## src/rtl/stack_op_sequencer.sv

```systemverilog
// Stack traffic sequencer: PUSH/POP/CALL in one step, RET/INT/RTI
// as short stalled sequences returning PC redirect and flag data.
module stack_op_sequencer #(
  parameter logic [31:0] INT_VECTOR = 32'h0000_0000,
  parameter int          FLAGS_W    = 4
) (
  input  logic               clk,
  input  logic               i_reset,
  input  logic               i_op_valid,
  input  logic [2:0]         i_op,
  input  logic [FLAGS_W-1:0] i_flags,
  input  logic [31:0]        i_mem_data,
  output logic               o_isStack,
  output logic               o_isPushPc,
  output logic               o_isPushFlags,
  output logic               o_memRead,
  output logic               o_memWrite,
  output logic               o_en32,
  output logic [2:0]         o_sp_select,
  output logic               o_is_prev_sp,
  output logic               o_stall,
  output logic               o_busy,
  output logic               o_pc_redirect_valid,
  output logic [31:0]        o_pc_redirect,
  output logic               o_flags_restore_valid,
  output logic [FLAGS_W-1:0] o_flags_restore
);

  typedef enum logic [2:0] {
    S_IDLE,
    S_RET_WAIT,
    S_INT_FLAGS,
    S_RTI_PC,
    S_RTI_WAIT
  } state_t;

  localparam logic [2:0] OP_PUSH = 3'd1;
  localparam logic [2:0] OP_POP  = 3'd2;
  localparam logic [2:0] OP_CALL = 3'd3;
  localparam logic [2:0] OP_RET  = 3'd4;
  localparam logic [2:0] OP_INT  = 3'd5;
  localparam logic [2:0] OP_RTI  = 3'd6;

  localparam logic [2:0] SP_HOLD = 3'd0;
  localparam logic [2:0] SP_INC1 = 3'd1;
  localparam logic [2:0] SP_INC2 = 3'd2;
  localparam logic [2:0] SP_DEC1 = 3'd3;
  localparam logic [2:0] SP_DEC2 = 3'd4;

  state_t state, state_nx;

  // Flags travel to memory through the memory stage's own mux;
  // this block only selects them via o_isPushFlags.
  logic unused_flags;
  assign unused_flags = ^i_flags;

  // State register
  always_ff @(posedge clk) begin
    if (i_reset) state <= S_IDLE;
    else         state <= state_nx;
  end

  // Next state and stack controls; every access here is SP-addressed
  always_comb begin
    state_nx      = state;
    o_isStack     = 1'b0;
    o_isPushPc    = 1'b0;
    o_isPushFlags = 1'b0;
    o_memRead     = 1'b0;
    o_memWrite    = 1'b0;
    o_en32        = 1'b0;
    o_sp_select   = SP_HOLD;
    o_is_prev_sp  = 1'b0;
    o_stall       = 1'b0;
    o_busy        = (state != S_IDLE);
    case (state)
      S_IDLE: begin
        if (i_op_valid && !i_reset) begin
          case (i_op)
            OP_PUSH: begin
              o_isStack   = 1'b1;
              o_memWrite  = 1'b1;
              o_sp_select = SP_DEC1;
            end
            OP_POP: begin
              o_isStack    = 1'b1;
              o_memRead    = 1'b1;
              o_sp_select  = SP_INC1;
              o_is_prev_sp = 1'b1;
            end
            OP_CALL: begin
              o_isStack   = 1'b1;
              o_memWrite  = 1'b1;
              o_isPushPc  = 1'b1;
              o_en32      = 1'b1;
              o_sp_select = SP_DEC2;
            end
            OP_RET: begin
              o_isStack    = 1'b1;
              o_memRead    = 1'b1;
              o_en32       = 1'b1;
              o_sp_select  = SP_INC2;
              o_is_prev_sp = 1'b1;
              o_stall      = 1'b1;
              state_nx     = S_RET_WAIT;
            end
            OP_INT: begin
              o_isStack   = 1'b1;
              o_isPushPc  = 1'b1;
              o_en32      = 1'b1;
              o_memWrite  = 1'b1;
              o_sp_select = SP_DEC2;
              o_stall     = 1'b1;
              state_nx    = S_INT_FLAGS;
            end
            OP_RTI: begin
              o_isStack    = 1'b1;
              o_memRead    = 1'b1;
              o_sp_select  = SP_INC1;
              o_is_prev_sp = 1'b1;
              o_stall      = 1'b1;
              state_nx     = S_RTI_PC;
            end
            default: ;
          endcase
        end
      end
      S_RET_WAIT, S_RTI_WAIT: begin
        o_stall  = 1'b1;
        state_nx = S_IDLE;
      end
      S_INT_FLAGS: begin
        o_isStack     = 1'b1;
        o_isPushFlags = 1'b1;
        o_memWrite    = 1'b1;
        o_sp_select   = SP_DEC1;
        o_stall       = 1'b1;
        state_nx      = S_IDLE;
      end
      S_RTI_PC: begin
        o_isStack    = 1'b1;
        o_memRead    = 1'b1;
        o_en32       = 1'b1;
        o_sp_select  = SP_INC2;
        o_is_prev_sp = 1'b1;
        o_stall      = 1'b1;
        state_nx     = S_RTI_WAIT;
      end
      default: state_nx = S_IDLE;
    endcase
  end

  // Redirect and flag-restore results, pulsed one cycle after capture
  always_ff @(posedge clk) begin
    if (i_reset) begin
      o_pc_redirect_valid   <= 1'b0;
      o_pc_redirect         <= '0;
      o_flags_restore_valid <= 1'b0;
      o_flags_restore       <= '0;
    end else begin
      o_pc_redirect_valid   <= 1'b0;
      o_flags_restore_valid <= 1'b0;
      case (state)
        S_RET_WAIT, S_RTI_WAIT: begin
          o_pc_redirect       <= i_mem_data;
          o_pc_redirect_valid <= 1'b1;
        end
        S_INT_FLAGS: begin
          o_pc_redirect       <= INT_VECTOR;
          o_pc_redirect_valid <= 1'b1;
        end
        S_RTI_PC: begin
          o_flags_restore       <= i_mem_data[FLAGS_W-1:0];
          o_flags_restore_valid <= 1'b1;
        end
        default: ;
      endcase
    end
  end

endmodule
```

## config.mk

```make
export PLATFORM = sky130hd
export DESIGN_NAME = stack_op_sequencer
export DESIGN_NICKNAME = d
export VERILOG_FILES = /design/src/rtl/stack_op_sequencer.sv
export SDC_FILE = /design/constraint.sdc
export NUM_CORES = 1
export LEC_CHECK = 0
export CAP_MARGIN = 0
export CORE_ASPECT_RATIO = 0.7
export CORE_MARGIN = 3
export CORE_UTILIZATION = 36
export CTS_CLUSTER_SIZE = 30
export DETAILED_ROUTE_END_ITERATION = 6
export PLACE_DENSITY = 0.81
export SYNTH_ARGS = -nofsm -noshare
export SYNTH_HDL_FRONTEND = slang
export SYNTH_SLANG_ARGS = --single-unit
```

## constraint.sdc

```tcl
create_clock -name clk -period 2 [get_ports clk]
set_input_delay 0.4 -clock clk [delete_from_list [all_inputs] [get_ports clk]]
set_output_delay 0.4 -clock clk [all_outputs]
set_load 0.02 [all_outputs]
```

==> results of run 1 <==
-- worst min-delay path by stage --
stage | to | depth (start not counted) | slack (ns)
finish | o_pc_redirect[10]$_SDFFE_PP0P_ | 2 | 0.48
global route | o_pc_redirect[4]$_SDFFE_PP0P_ | 2 | 0.49
CTS | o_pc_redirect[5]$_SDFFE_PP0P_ | 2 | 0.48
detailed placement | o_pc_redirect[4]$_SDFFE_PP0P_ | 2 | 0.47
global placement | o_pc_redirect[6]$_SDFFE_PP0P_ | 2 | 0.46
floorplan | o_flags_restore[0]$_SDFFE_PP0P_ | 2 | 0.54
-- tightest hold or removal path, cell delays in order, from the launching register on --
cell	delay (ns)
dfxtp_1	0.31
o21ai_0	0.06
a21oi_1	0.06
-- kinds of logic after synthesis --
kind of cell	Yosys count	share of synthesized area [%]
AOI/OAI and AO/OA	73	24.1
xor gates and xnor gates	6	2.90
buffers and inverters	28	6.90
muxes	6	3.38
DFF	41	45.2
and+or+nand+nor	57	17.4
-- per-layer routing --
metal  vias up  routed length, um  GRT usage, %
met1       899               2600          25.2
li1        951                  -             -
met3         6                406          6.86
met2        65               2730          31.6
met4         0                 70          6.58
met5         -                  0             0
-- flip-flops by register name, summed over array words and instances, names as in the netlist --
register,count
o_flags_restore,4
o_flags_restore_valid,1
o_pc_redirect_valid,1
state,3
o_pc_redirect,32
-- layout make-up --
| class | count | area, um^2 | area share (%) |
|---|---|---|---|
| clock buffers | 7 | 86.3 | 2.79 |
| clock inverters | 1 | 30.0 | 0.970 |
| multi-input cells | 142 | 926 | 29.9 |
| flip-flops and latches | 41 | 826 | 26.7 |
| well taps | 66 | 82.6 | 2.67 |
| inverters | 2 | 7.51 | 0.243 |
| repair buffers | 116 | 1140 | 36.7 |
-- power breakdown --
group	leakage (uW)	switching, uW	internal (uW)
Clock	0.0000585	277	407
Sequential	0.000332	5.44	824
Combinational	0.000769	132	165
Total	0.00116	414	1400
-- Yosys cell counts, types with 3 or more instances --
library cell / n
o211ai_1: 17
and3_1: 4
clkbuf_1: 21
a21oi_1: 32
xor2_1: 4
o21ai_0: 19
dfxtp_1: 41
mux2i_1: 5
o31ai_2: 3
nor2_1: 8
nand2_1: 3
nand3_1: 32
-- per-stage QoR --
step	power (uW)	worst slack [ns]	instances
final	1810	-0.268	375
after global routing	1880	-0.323	375
after CTS	1820	-0.302	375
after detailed placement	1130	-0.720	364
after global placement	1120	-0.676	364
after floorplan	966	-0.222	211
-- layout by cell type (no fill, tap or decap), drive strengths merged, types with 3 or more instances in the layout --
cell           count
a21oi             32
and3               4
buf               39
clkbuf             7
clkdlybuf4s50     75
dfxtp             41
mux2i              5
nand2              3
nand3             32
nor2               8
o211ai            17
o21ai             19
o31ai              3
xor2               4
-- repair_timing --
item                       4_1_cts  5_1_grt
gates resized for setup         67       10
pin swaps                        4        1
hold buffers                     0        0
buffers inserted                 2        0
cloned                           1        0
setup endpoints to repair       12       11
==> flow_summary.toml, run 1 <==
[sta]
final_hold_viol_count = 0
finalClockSkew_ns = 0.00347
drv_slew = 0
fmax_ghz = 0.441
worst_pin_slew_ns = 0.788
rsz0062_at_grt = "true"
setup_tns_ns = -2.11
finalWorstSetupSlack_ns = -0.268
hold_ws_ns = 0.476
setup_viol = 10
period_needed_ns = 2.27
post-route-period-util_pct = 113
slew_headroom_pct = 47.2

[global_route]
antenna_found_initial = 0
grt_first_pass_wirelength_um = 9400
track_usage_pct = 19.8
grt_pass1_vias = 1904
overflow = 0
grt_max_degree = 27

[setup_path]
critical_path.startpoint = "state[2]$_SDFFE_PP0P_"
path_depth = 4
r2r-end = "o_pc_redirect[23]$_SDFFE_PP0P_"
r2r_setup_slack_ns = 0.18
path_buf_inv = 1
ff2ff_path_depth = 5
critical_path_required_ns = 1.60
cp_slowest_stage_delay_ns = 0.46
worstReg2RegStart = "state[0]$_SDFFE_PP0P_"
cp_top_family = "simple AND/OR/NAND/NOR gates"
cp_slowest_cell = "or3b_4"
cp-endpoint = "o_sp_select[1]"
cp.arrival_ns = 1.87
worstSetupPathType = "reg -> out"
worst_setup_path_end_kind = "output pin"
path_cells = "or3_4 > or3b_4 > o31ai_2 > buf_4"
start_kind = "flip-flop"
cp_max_fo = 7

[worst_hold_path]
hp-class = "reg -> reg"
min-delay-start = "o_pc_redirect[10]$_SDFFE_PP0P_"

[layout]
fin_util_pct = 67.6
syn_to_final_growth_pct = 70.6
n_antenna_cell = 0
nets = 350
postLayoutCellArea_mm2 = 0.00310
fill_cells = 376
drive_gt1_share_pct = 20.7

[floorplan]
start_util_pct = 39.6
core_mm2 = 0.00458
num_rows = 20
die_w_um = 90.9
ios = 92
dieArea_mm2 = 0.00594
dieHeight_um = 65.4

[synth]
synth_cell_types = 29
synth-edff-count = 0
yosys_warnings = 0
seq_area_frac_synth_pct = 45.2
syn_avg_cell_area_um2 = 8.60
synth_top_area_share_pct = 45.2
post_synth_instance_area_mm2 = 0.00181
synth_cells = 211
yosys.area.top_type = "dfxtp_1"
synth.area.top_cells = "dfxtp_1, a21oi_1, nand3_1"
syn-num-nets = 253
synth_seq_cells = 41
ys.flop_type = "dfxtp_1"
synthArstFlopShare_pct = 0

[power]
leakage_uw = 0.00116
ir_worst_vdd_uv = 305
powerDensity_mw_per_mm2 = 585

[status]
violations = "negative setup slack"
outcome = "finished with violations"

[place]
dp_hpwl_um = 4040
placed_area_mm2 = 0.00288
gp_congestion = 0.778
portBuffers = 87

[clock_tree]
htree_levels = 2
clockBufferDepth = 2
clock_sinks = 41
numCtsBuffers = 5
clock-root-buffer = "clkbuf_8"
cts_tree = "yes"
path_clk_slew_ns = 0.08
worstSkewPairLatency_ns = 0.29

[detailed_routing]
drc_errors = 0
wirelength_um = 5810
drtPass1Iterations = 4
drt_iter0_markers = 109
wire_per_inst_um = 15.5
drtAntennaViolNets = 0
via_count = 1921
viasPerCell = 5.12

[job]
max-cap-violations = 0
Note: power is estimated with default switching activity, not from simulation.
==> inputs of run 2 (changes only) <==
--- a/config.mk
+++ b/config.mk
@@ -12,6 +12,7 @@
 export CTS_CLUSTER_SIZE = 30
 export DETAILED_ROUTE_END_ITERATION = 6
 export PLACE_DENSITY = 0.81
+export REMOVE_ABC_BUFFERS = 1
 export SYNTH_ARGS = -nofsm -noshare
 export SYNTH_HDL_FRONTEND = slang
 export SYNTH_SLANG_ARGS = --single-unit
==> run 2 against run 1 <==
Against the previous run: the flow still finishes with violations (negative setup slack); clock-buffer cell count fell by 2; clock power fell by 23%; global-route usage decreased by 1.6 points; worst setup slack worse by 0.020 ns; register-to-register slack better by 0.03 ns; sequential power is essentially flat; flip-flop and latch count is the same; non-clock buffer count grew 3; critical path type unchanged; highest routed layer is now met5.
==> flow_summary.toml, run 2 (synthesized netlist as in run 1, its figures left out) <==
[sta]
post-route-period-util_pct = 114
hold_ws_ns = 0.477
drv_slew = 0
slew_headroom_pct = 37.2
finalClockSkew_ns = 0.00513
setup_viol = 10
fmax_ghz = 0.437
worst_pin_slew_ns = 0.942
setup_tns_ns = -2.38
rsz0062_at_grt = "true"
period_needed_ns = 2.29
finalWorstSetupSlack_ns = -0.289
final_hold_viol_count = 0

[worst_hold_path]
hold_path_depth = 2
min-delay-start = "o_pc_redirect[15]$_SDFFE_PP0P_"
hp-class = "reg -> reg"
min_to = "o_pc_redirect[15]$_SDFFE_PP0P_"

[layout]
n_antenna_cell = 0
nets = 353
drive_gt1_share_pct = 22.4
final_common_cell = "clkdlybuf4s50_1"
syn_to_final_growth_pct = 70.8
largestRegisters = "o_pc_redirect x32, o_flags_restore x4, state x3"
largest_reg_flops = 32
top_register = "o_pc_redirect"
fill_cells = 374
fin_util_pct = 67.7
final_cell_mix = "clkdlybuf4s50_1, dfxtp_1, nand3_1, a21oi_1, buf_4"
postLayoutCellArea_mm2 = 0.00310

[power]
p_int_uw = 1230
clkPwrFrac_pct = 31.6
powerDensity_mw_per_mm2 = 536
ir_worst_vdd_uv = 331
switching_share_pct = 25.8
power_frac_comb_pct = 18.4
seqPwrFrac_pct = 50.0
leakage_uw = 0.00116
p_sw_uw = 428

[setup_path]
ff2ff_path_depth = 6
r2r-end = "o_pc_redirect[8]$_SDFFE_PP0P_"
critical_path.startpoint = "state[0]$_SDFFE_PP0P_"
cp.arrival_ns = 1.89
r2r_setup_slack_ns = 0.21
critical_path_required_ns = 1.60
start_kind = "flip-flop"
worstSetupPathType = "reg -> out"
worstReg2RegStart = "state[1]$_SDFFE_PP0P_"
worst_setup_path_end_kind = "output pin"
cp_max_fo = 6

[detailed_routing]
drc_errors = 0
wire_per_inst_um = 15.2
wirelength_um = 5760
drtPass1Iterations = 4
drt_iter0_markers = 80
viasPerCell = 5.11
drtAntennaViolNets = 0
via_count = 1933

[clock_tree]
clockBufferDepth = 2
htree_levels = 2
numCtsBuffers = 5
clock_sinks = 41
path_clk_slew_ns = 0.08
cts_tree = "yes"
clock-root-buffer = "clkbuf_8"
worstSkewPairLatency_ns = 0.29

[place]
portBuffers = 87
placed_area_mm2 = 0.00284
gp_congestion = 0.750
dp_hpwl_um = 3770
dp_worst_setup_slack_ns = -0.699

[floorplan]
ios = 92
start_util_pct = 39.6
dieArea_mm2 = 0.00594
dieHeight_um = 65.4
die_w_um = 90.9
num_rows = 20
core_mm2 = 0.00458

[global_route]
grt_first_pass_wirelength_um = 8850
track_usage_pct = 18.2
grt_pass1_vias = 1782
grt_max_degree = 40
antenna_found_initial = 1
overflow = 0

[status]
violations = "negative setup slack"
outcome = "finished with violations"

[job]
max-cap-violations = 0
[run 2: changes by cell type in the layout (fill, tap and decap cells not counted), sizes merged]
cell,previous run,this run
bufbuf,1,0
buf,39,41
clkinvlp,0,1
clkinv,0,2
bufinv,1,0
[run 2: layout make-up]
| type | instances | area [um^2] | area share, % |
|---|---|---|---|
| timing repair buffer | 119 | 1160 | 37.4 |
| clock buffer | 5 | 68.8 | 2.22 |
| sequential | 41 | 823 | 26.6 |
| clock inverter | 3 | 17.5 | 0.565 |
| tap | 66 | 82.6 | 2.66 |
| inverter | 2 | 7.51 | 0.242 |
| multi-input combinational | 142 | 940 | 30.3 |
[run 2: worst max-delay path by stage]
stage | depth (start not counted) | slack (ns) | endpoint
after floorplan | 3 | -0.69 | o_is_prev_sp
after global placement | 4 | -0.66 | o_memRead
after detailed placement | 4 | -0.70 | o_is_prev_sp
after CTS | 4 | -0.27 | o_is_prev_sp
after global routing | 4 | -0.34 | o_isStack
final | 4 | -0.29 | o_is_prev_sp
[run 2: worst max-delay path: stages (launching register included)]
cell	delay (ns)
dfxtp_2	0.33
or3_4	0.38
or3b_4	0.45
o31ai_4	0.29
buf_6	0.16
[run 2: timing repair]
action                     4_1_cts  5_1_grt
hold buffers                     0        0
setup endpoints to repair       12       11
gates cloned                     0        2
setup buffers                    2        5
resized for setup               72       16
pin swaps                        3        1
[run 2: through the flow]
stage | cells | total power (uW)
2_1_floorplan | 185 | 938
3_3_place_gp | 361 | 1110
3_5_place_dp | 361 | 1120
4_1_cts | 371 | 1650
5_1_grt | 378 | 1730
6_report | 378 | 1660
[run 2: layer usage]
layer	share of wire (%)	wire [um]	track usage (%)	vias up
li1	-	-	-	964
met1	45	2600	24.0	892
met2	47	2680	29.4	68
met3	7.3	421	6.06	7
met4	0.73	42	3.95	2
met5	0.23	13	0	-
[run 2: power groups by stage]
| stage | registers [uW] | logic [uW] | clock network [uW] |
|---|---|---|---|
| 2_1_floorplan | 864 | 74.0 | 0 |
| 3_3_place_gp | 849 | 263 | 0 |
| 3_5_place_dp | 849 | 267 | 0 |
| 4_1_cts | 830 | 278 | 541 |
| 5_1_grt | 831 | 324 | 572 |
| 6_report | 830 | 305 | 525 |
==> inputs of run 3 (changes only) <==
--- a/config.mk
+++ b/config.mk
@@ -11,7 +11,7 @@
 export CORE_UTILIZATION = 36
 export CTS_CLUSTER_SIZE = 30
 export DETAILED_ROUTE_END_ITERATION = 6
-export PLACE_DENSITY = 0.81
+export PLACE_DENSITY = 0.84
 export REMOVE_ABC_BUFFERS = 1
 export SYNTH_ARGS = -nofsm -noshare
 export SYNTH_HDL_FRONTEND = slang
==> run 3 against run 2 <==
Against the previous run: the run still ends with negative setup slack left; clock power rose by 29%; clock-buffer cell count rose by 2; routed wire length fell by 4.7%; total power rose by 7.8%; worst setup slack improved by 0.018 ns; critical path depth did not move; fmax rose by 0.80%; critical path type unchanged.
==> flow_summary.toml, run 3 (synthesized netlist as in run 1, its figures left out) <==
[setup_path]
cp_slowest_cell = "or3b_4"
critical_path.startpoint = "state[1]$_SDFFE_PP0P_"
cp_max_fo = 7
cp_slowest_stage_delay_ns = 0.46
worstReg2RegStart = "state[1]$_SDFFE_PP0P_"
path_cells = "or3_4 > or3b_4 > o21ai_0 > buf_4"
worst_setup_path_end_kind = "output pin"
critical_path_required_ns = 1.60
path_buf_inv = 1
worstSetupPathType = "reg -> out"
start_kind = "flip-flop"
cp_top_family = "simple AND/OR/NAND/NOR gates"
cp.arrival_ns = 1.87

[detailed_routing]
drc_errors = 0
via_count = 1899
wire_per_inst_um = 15.0
viasPerCell = 5.19
drtAntennaViolNets = 0
wirelength_um = 5490
drtPass1Iterations = 4
drt_iter0_markers = 97

[layout]
layoutNonFillerInstCount = 366
nets = 341
final_cell_mix = "clkdlybuf4s50_1, dfxtp_1, nand3_1, a21oi_1"
final_common_cell = "clkdlybuf4s50_1"
top_register = "o_pc_redirect"
n_antenna_cell = 0
largestRegisters = "o_pc_redirect x32, o_flags_restore x4, state x3"
fill_cells = 382
fin_util_pct = 65.7
seqCellArea_um2 = 822
multi_input_area_um2 = 943
largest_reg_flops = 32
postLayoutCellArea_mm2 = 0.00301
syn_to_final_growth_pct = 65.8
drive_gt1_share_pct = 17.3

[clock_tree]
htree_levels = 2
numCtsBuffers = 5
worstSkewPairLatency_ns = 0.28
clock_sinks = 41
clock-root-buffer = "clkbuf_8"
path_clk_slew_ns = 0.08
post-cts-setup-buffer-count = 0
cts_tree = "yes"
clockBufferDepth = 2

[sta]
hold_ws_ns = 0.474
finalWorstSetupSlack_ns = -0.270
drv_slew = 0
worst_pin_slew_ns = 0.962
period_needed_ns = 2.27
setup_viol = 10
final_hold_viol_count = 0
slew_headroom_pct = 35.8
finalClockSkew_ns = 0.00414
post-route-period-util_pct = 114
rsz0062_at_grt = "true"
fmax_ghz = 0.440
setup_tns_ns = -2.12

[global_route]
antenna_found_initial = 1
grt_max_degree = 40
grt_util_met1_pct = 23.7
overflow = 0
track_usage_pct = 18.4
met2_usage_pct = 30.4
grtUsageMet3_pct = 6.41
grt_pass1_vias = 1774
grt_first_pass_wirelength_um = 8820
grt.busiest_layer = "met2"

[status]
violations = "negative setup slack"
outcome = "finished with violations"

[place]
placed_area_mm2 = 0.00283
gp_congestion = 0.791
dpl.cell_count = 358
dp_hpwl_um = 3870
portBuffers = 87

[floorplan]
dieHeight_um = 65.4
start_util_pct = 39.6
die_w_um = 90.9
num_rows = 20
dieArea_mm2 = 0.00594
ios = 92
core_mm2 = 0.00458

[power]
powerDensity_mw_per_mm2 = 595
leakage_uw = 0.00111
ir_worst_vdd_uv = 520

[worst_hold_path]
hp-class = "reg -> reg"
min-delay-start = "o_pc_redirect[6]$_SDFFE_PP0P_"

[job]
max-cap-violations = 0
[run 3: changes by cell type in the layout (fill, tap and decap cells not counted), moves of 2 or more]
| cell | delta |
|---|---|
| buf_4 | -13 |
| clkbuf_16 | -2 |
| clkinv_2 | -2 |
| buf_2 | +3 |
| o21ai_0 | +3 |
| o21ai_2 | -2 |
[run 3: per-stage QoR]
stage               setup WS [ns]  total power [uW]
detailed placement         -0.724              1120
global route               -0.317              1880
global placement           -0.658              1110
finish                     -0.270              1790
floorplan                  -0.687               938
CTS                        -0.284              1810
[run 3: path summary, 6_finish.rpt]
check / cells after the start / slack (ns) / end
worst min-delay path: 2 / 0.47 / o_pc_redirect[6]$_SDFFE_PP0P_
worst max register to register: 6 / 0.33 / o_pc_redirect[9]$_SDFFE_PP0P_
worst max-delay path: 4 / -0.27 / o_memWrite
worst min register to register: 2 / 0.47 / o_pc_redirect[6]$_SDFFE_PP0P_
[run 3: worst reg2reg max path: stages (launching register included)]
cell	delay (ns)
dfxtp_2	0.36
buf_12	0.20
or3b_4	0.44
buf_4	0.22
nand2b_1	0.14
buf_12	0.15
a21oi_1	0.05
[run 3: repair_timing]
item	4_1_cts	5_1_grt
hold buffers	0	0
endpoints found under the setup margin	12	20
gates resized for setup	71	6
pin swaps	4	2
[run 3: power breakdown]
part           switching [uW]  internal (uW)  leakage, uW
registers                4.95            825     0.000331
logic                     131            152     0.000718
clock network             270            407    0.0000585
total                     406           1380      0.00111
[run 3: cell type report]
cell class / count / share of cell area [%]
repair buffers: 107 / 34.4
multi-input cells: 142 / 31.4
flip-flops and latches: 41 / 27.3
clock buffers: 7 / 2.87
well taps: 66 / 2.75
clock inverters: 1 / 0.998
inverters: 2 / 0.250
[run 3: layer usage]
metal / vias to the layer above / share of wire [%]
met2: 73 / 48
met3: 6 / 8.1
met4: 2 / 0.64
li1: 939 / -
met1: 879 / 43
met5: - / 0.16
